`src/rtl/if_fetch_unit.sv`:
```
// Instruction-fetch stage: owns the PC, drives the I-cache address and fills the IF/ID register.
// Holds the PC across misses, absorbs decode stalls, and sequences redirects (including mid-miss).
module if_fetch_unit #(
  parameter logic [31:0] RESET_PC   = 32'h0000_0000,
  parameter int unsigned MISS_CNT_W = 16
) (
  input  logic                  CLK,
  input  logic                  RST,
  output logic [31:0]           PC_OUT,
  input  logic [31:0]           CACHE_RDATA,
  input  logic                  CACHE_HIT,
  input  logic                  REDIRECT,
  input  logic [31:0]           REDIRECT_PC,
  input  logic                  ID_STALL,
  output logic [31:0]           IR,
  output logic [31:0]           IR_PC,
  output logic                  IR_VALID,
  output logic                  FETCH_STALL,
  output logic [MISS_CNT_W-1:0] MISS_COUNT
);

  typedef enum logic [1:0] {
    RUN        = 2'd0,
    MISS       = 2'd1,
    MISS_REDIR = 2'd2
  } state_t;

  state_t                state;
  logic [31:0]           pc_q;
  logic [31:0]           pending_pc;
  logic [31:0]           ir_q;
  logic [31:0]           ir_pc_q;
  logic                  ir_valid_q;
  logic                  fetch_stall_q;
  logic [MISS_CNT_W-1:0] miss_cnt_q;
  logic [31:0]           redir_aligned;

  // Masking (rather than slicing) keeps every REDIRECT_PC bit in use.
  assign redir_aligned = REDIRECT_PC & ~32'h0000_0003;

  always_ff @(posedge CLK) begin
    if (!RST) begin
      state         <= RUN;
      pc_q          <= RESET_PC;
      pending_pc    <= '0;
      ir_q          <= '0;
      ir_pc_q       <= '0;
      ir_valid_q    <= 1'b0;
      fetch_stall_q <= 1'b0;
      miss_cnt_q    <= '0;
    end else begin
      unique case (state)
        RUN: begin
          if (REDIRECT) begin
            pc_q       <= redir_aligned;
            ir_valid_q <= 1'b0;
          end else if (ID_STALL && ir_valid_q) begin
            // decode back-pressure: everything holds, cache result ignored
          end else if (CACHE_HIT) begin
            ir_q       <= CACHE_RDATA;
            ir_pc_q    <= pc_q;
            ir_valid_q <= 1'b1;
            pc_q       <= pc_q + 32'd4;
          end else begin
            ir_valid_q    <= 1'b0;
            state         <= MISS;
            fetch_stall_q <= 1'b1;
            if (miss_cnt_q != '1) miss_cnt_q <= miss_cnt_q + MISS_CNT_W'(1);
          end
        end
        MISS: begin
          if (REDIRECT && CACHE_HIT) begin
            pc_q          <= redir_aligned;
            state         <= RUN;
            fetch_stall_q <= 1'b0;
          end else if (REDIRECT) begin
            pending_pc <= redir_aligned;
            state      <= MISS_REDIR;
          end else if (CACHE_HIT) begin
            ir_q          <= CACHE_RDATA;
            ir_pc_q       <= pc_q;
            ir_valid_q    <= 1'b1;
            pc_q          <= pc_q + 32'd4;
            state         <= RUN;
            fetch_stall_q <= 1'b0;
          end
        end
        MISS_REDIR: begin
          if (CACHE_HIT) begin
            pc_q          <= REDIRECT ? redir_aligned : pending_pc;
            state         <= RUN;
            fetch_stall_q <= 1'b0;
          end else if (REDIRECT) begin
            pending_pc <= redir_aligned;
          end
        end
        default: begin
          state         <= RUN;
          fetch_stall_q <= 1'b0;
        end
      endcase
    end
  end

  assign PC_OUT      = pc_q;
  assign IR          = ir_q;
  assign IR_PC       = ir_pc_q;
  assign IR_VALID    = ir_valid_q;
  assign FETCH_STALL = fetch_stall_q;
  assign MISS_COUNT  = miss_cnt_q;

endmodule

```
`config.mk`:
```
export PLATFORM = sky130hd
export DESIGN_NAME = if_fetch_unit
export DESIGN_NICKNAME = d
export VERILOG_FILES = /design/src/rtl/if_fetch_unit.sv
export SDC_FILE = /design/constraint.sdc
export NUM_CORES = 1
export LEC_CHECK = 0
export ABC_AREA = 1
export ABC_CLOCK_PERIOD_IN_PS = 2900
export CAP_MARGIN = 0
export CELL_PAD_IN_SITES_DETAIL_PLACEMENT = 1
export CELL_PAD_IN_SITES_GLOBAL_PLACEMENT = 1
export CORE_ASPECT_RATIO = 2
export CORE_MARGIN = 1
export CORE_UTILIZATION = 37
export DETAILED_ROUTE_END_ITERATION = 16
export PLACE_DENSITY_LB_ADDON = 0.1
export REMOVE_ABC_BUFFERS = 1
export SKIP_LAST_GASP = 1
export SLEW_MARGIN = 20
export SYNTH_ARGS = -nofsm -noshare
export SYNTH_HDL_FRONTEND = slang
export SYNTH_SLANG_ARGS = --single-unit
```
`constraint.sdc`:
```
create_clock -name CLK -period 2.9 [get_ports CLK]
set_clock_uncertainty 0.05 [all_clocks]
set_input_delay 0.435 -clock CLK [delete_from_list [all_inputs] [get_ports CLK]]
set_output_delay 0.435 -clock CLK [all_outputs]
set_load 0.03 [all_outputs]
```
## Word-level counts from Yosys, hierarchy flattened

Cells that the tools add are included.

- Register bits: 148
- Input bits: 69
- Output and inout port bits: 114
- Word-level logic and storage cells: 83

- $add $sub $neg: 2
- Equal/unequal tests: 13
- Muxes and demuxes: 44
- Bitwise operators: 3
- Reductions and logical operators: 13

Operators by type and width:

| operator | count |
|---|---|
| two-way mux 32 bit | 19 |
| case mux 32 bit (2 select lines) | 3 |
| case mux 32 bit (3 select lines) | 1 |
| adder 32 x 3 -> 32 bit (second input constant) | 1 |
| adder 16 x 1 -> 16 bit (second input constant) | 1 |
| != test 16 bit (second input constant) | 1 |
| != test 2 bit (second input constant) | 8 |
| AND reduction 5 bit | 3 |
| two-way mux 1 bit | 12 |
| two-way mux 2 bit | 6 |
| AND reduction 4 bit | 2 |
| != test 3 bit (second input constant) | 2 |
| case mux 2 bit (3 select lines) | 1 |
| AND reduction 3 bit | 2 |
| nonzero test 2 bit | 2 |
| NOT 1 bit | 3 |
| case mux 1 bit (3 select lines) | 1 |
| nonzero test 3 bit | 1 |
| == test 2 x 1 -> 1 bit (second input constant) | 1 |
| == test 2 bit (second input constant) | 1 |
| logical AND 1 bit | 2 |
| zero test 2 bit | 1 |
| case mux 1 bit (2 select lines) | 1 |

## Logic depth before layout (Yosys ltp)

- Word-level depth: 5
- Mapped depth: 12

## Worst setup path before layout

Ideal clock, no wire load.

- Kind: register to register
- Start point: reg state[0]
- End point: reg pending_pc[11]
- Setup time: 0.137 ns
- Data arrival time: 1.731 ns
- Data required time: 2.713 ns
- Path slack: 0.982 ns
- Cell stages (with the launch flop): 9
- Path buffers: 3
- Period minus slack after synthesis: 1.918 ns
- Path through: dfxtp_1 -> inv_1 -> ha_1 -> clkbuf_1 -> nand3_1 -> inv_1 -> buf_2 -> clkbuf_1 -> a31oi_1

- Longest elaborated chain between the ends: 3
- Elaborated cells on any way between the ends: 7

Ends and longest elaborated chain:

| item | line | RTL |
|---|---|---|
| start, declared | 28 | `state_t state;` |
| start signal, assigned | 43 | `state <= RUN;` |
| start signal, assigned | 66 | `state <= MISS;` |
| start signal, assigned | 74 | `state <= RUN;` |
| == test 2 x 1 -> 1 bit / == test 2 bit (equally long branches) | 52 | `unique case (state)` |
| != test 2 bit (no line) / nonzero test 2 bit (equally long branches) | - |  |
| AND reduction 3 bit (no line) | - |  |
| end signal, assigned | 77 | `pending_pc <= redir_aligned;` |
| end signal, assigned | 94 | `pending_pc <= redir_aligned;` |
| end, declared | 30 | `logic [31:0] pending_pc;` |

Parallel ways exist; a longest one is shown, timed or not.
A chain may end at the register's enable or synchronous reset.

## Final worst setup path

- Start point: reg state[1]
- End point: reg pc_q[22] (netlist: PC_OUT[22])

- Longest elaborated chain between the ends: 3
- Elaborated cells on any way between the ends: 9

Ends and longest elaborated chain:

| item | line | RTL |
|---|---|---|
| == test 2 x 1 -> 1 bit, or another cell as far along | 52 |  |
| != test 3 bit (no line), or another cell as far along | - |  |
| AND reduction 4 bit (no line) | - |  |
| end signal, assigned | 55 | `pc_q <= redir_aligned;` |
| end signal, assigned | 63 | `pc_q <= pc_q + 32'd4;` |
| end signal, assigned | 73 | `pc_q <= redir_aligned;` |
| end, declared | 29 | `logic [31:0] pc_q;` |

Parallel ways exist; a longest one is shown, timed or not.

==> out/summary.txt <==
Vias = 8620
CTS clk-pin slew, worst paths = 0.06 ns
CTS resizes = 0
# port buffers = 180
Clock sinks = 148
Root Buffer = clkbuf_16
CP max stage cell = ha_1
DRT Pass-1 Iters = 4
Layout area overhead = 35.6%
Width of the chip = 103 um
VDD IR max = 457 uV
Required @ worst endpoint = 3.14 ns
Most common cell after layout, fill and taps aside = nand2_1
Later-pin clock latency in the skew report = 0.45 ns
Final setup viols = 0
Total I/O pin count = 183
GR Util met3 = 5.92%
Crit-path max cell delay = 0.63 ns
Max Freq = 0.422 GHz
Global-route wire length before repair = 44600 um
Ant diodes = 0
Fin crit share = 81.6%
Routed len/inst = 18.2 um
Chip Height = 204 um
Routing usage on met2 = 53.3%
Share of post-route cells with drive strength above 1 = 5.60%
Worst Max-Slew Pin Slew = 0.762 ns
Hold Path Class = flip-flop to flip-flop
Total die area = 0.0211 mm^2
Final number of hold-violating endpoints = 0
Vias per inst = 5.45
CP cell instances = inv_1 > ha_1 > inv_2 > buf_4 > a221oi_1 > nand2_1 > nand3_1 > a21oi_1
Post-route setup slack = 0.533 ns
Fillers = 2617
WS Path Type = flip-flop to flip-flop
DR iter-0 viols = 251
Outcome = completed
Post-synth cell types = 32
Maxcap violations = 0
Setup repair after global routing missed its margin = no
Final ANT Viol Nets = 0
Number of synthesized register bits = 148
Pins Over Slew Limit = 0
Commonest cells after routing, fill and taps aside = 283 x nand2_1, 178 x clkdlybuf4s50_1, 148 x dfxtp_1
H-tree depth = 4
Leakage Power = 4.09 nW
CP top delay family = adder cells
WP buf/inv = 3
Rows = 73
CTS buffer count = 17
Max_slew headroom = 48.8%
Seq/Total Area, Yosys = 39.1%
DP Worst Slack = 0.295 ns
Post-Syn Area = 0.00758 mm^2
Crit path max fanout = 43
Worst hold slack = 0.407 ns
Nets = 1383
Critical path depth = 8
DP HPWL = 20300 um
Cells after synthesis = 1149
Post-CTS Hold Buffers = 0
Power density over cell area = 631 mW/mm^2
Cells on worst reg2reg path = 8
Final min period = 2.37 ns
Worst Setup End Kind = flip-flop
Number of synthesis warnings = 0
Residual DRC count = 0
Worst EP arrival = 2.61 ns
Initial antenna violation count = 0
Worst Setup Start Kind = flip-flop
Number of global-route vias before repair = 8999
Gr usage total = 28.1%
Area of the core = 0.0200 mm^2
Setup bufs post-CTS = 0
Final WL = 28900 um
Effective utilization at floorplan = 37.9%
CTS tree = yes
Hold Path Depth = 2
Largest net degree at the start of global routing = 112
Aggregate global routing overflow = 0
Placer Congestion = 0.851
Met1 GRT Util = 26.5%
Longest Clk Path Bufs = 2
Mean area per synthesized cell = 6.60 um^2
Grt peak-use layer = met2
## Yosys cell counts
cell	instances	area [um^2]
o211ai_1	5	37.5
buf_4	1	7.51
o2111ai_1	2	17.5
o21ai_0	123	616
nand3_2	1	10.0
a221oi_1	20	175
nand2_1	283	1060
inv_2	4	15.0
inv_1	75	282
nor3_1	14	70.1
nor2_2	5	31.3
a31oi_1	34	213
nand4_1	10	62.6
nor2_1	141	529
clkinv_1	1	3.75
xnor2_1	2	17.5
nor2_4	3	33.8
nor4_1	1	6.26
nand2_2	3	18.8
a21oi_1	89	445
nand3b_1	1	7.51
nor3b_1	2	15.0
nand3_1	93	465
clkbuf_1	44	165
o21a_1	1	7.51
xor2_1	12	105
nor3b_2	1	12.5
ha_1	6	75.1
dfxtp_1	148	2960
buf_1	8	30.0
o21ba_2	1	10.0
buf_2	15	75.1
## final cells by class
cell class                 count  area, um^2  share of cell area (%)
inverter                      80         300                    2.92
clock buffer                  28         507                    4.93
clock inverter                 4        45.0                   0.438
multi-input combinational    853        4050                    39.4
timing repair buffer         208        2090                    20.3
tap                          262         328                    3.19
sequential                   148        2960                    28.8
## worst reg2reg max path, stage by stage, from the launching register on
cell and delay [ns]:
dfxtp_1 0.40, inv_1 0.11, ha_1 0.63, inv_2 0.10, buf_4 0.33, a221oi_1 0.32
nand2_1 0.10, nand3_1 0.10, a21oi_1 0.08
## cell families (layout without fill, tap and decap cells)
group	after synthesis	count (layout)	synth area share [%]
AO/OA/AOI/OAI	275	275	20.1
XOR/XNOR	14	14	1.62
adder cells (fa/ha/maj)	6	6	0.990
buffers and inverters	148	320	7.62
flip-flops	148	148	39.1
AND/OR/NAND/NOR	558	558	30.7
## registers in the layout, indices dropped and copies added (netlist names)
| name | cells |
|---|---|
| FETCH_STALL | 1 |
| PC_OUT | 32 |
| IR_VALID | 1 |
| IR | 32 |
| state | 2 |
| IR_PC | 32 |
| MISS_COUNT | 16 |
| pending_pc | 32 |
## where the power goes
group          internal, W  total (W)  switching [W]
sequential         0.00227    0.00248       0.000210
clock              0.00127    0.00212       0.000855
combinational     0.000716    0.00189        0.00117
## routing by layer
layer  wire length (um)  vias up
li1                   -     4156
met1              10300     4135
met2              15400      251
met3               1580       78
met4               1540        0
met5                  0        -
## worst paths after layout
path	from	end	slack [ns]
max reg2reg	state[1]	PC_OUT[22]	0.53
max	state[1]	PC_OUT[22]	0.53
min reg2reg	pending_pc[1]	pending_pc[1]	0.41
min	pending_pc[1]	pending_pc[1]	0.41
## metrics by stage
step	power, W	cells	cell area (um^2)	util (%)	TNS [ns]
after floorplan	0.00352	1081	7310	-	-147.04
final	0.00649	1583	10300	51.4	0
after global routing	0.00681	1583	10300	51.4	0
after detailed placement	0.00441	1551	9730	48.7	0
after global placement	0.00437	1551	9730	48.7	0
after CTS	0.00655	1583	10300	51.4	0
Note: power is estimated with default switching activity, not from simulation.
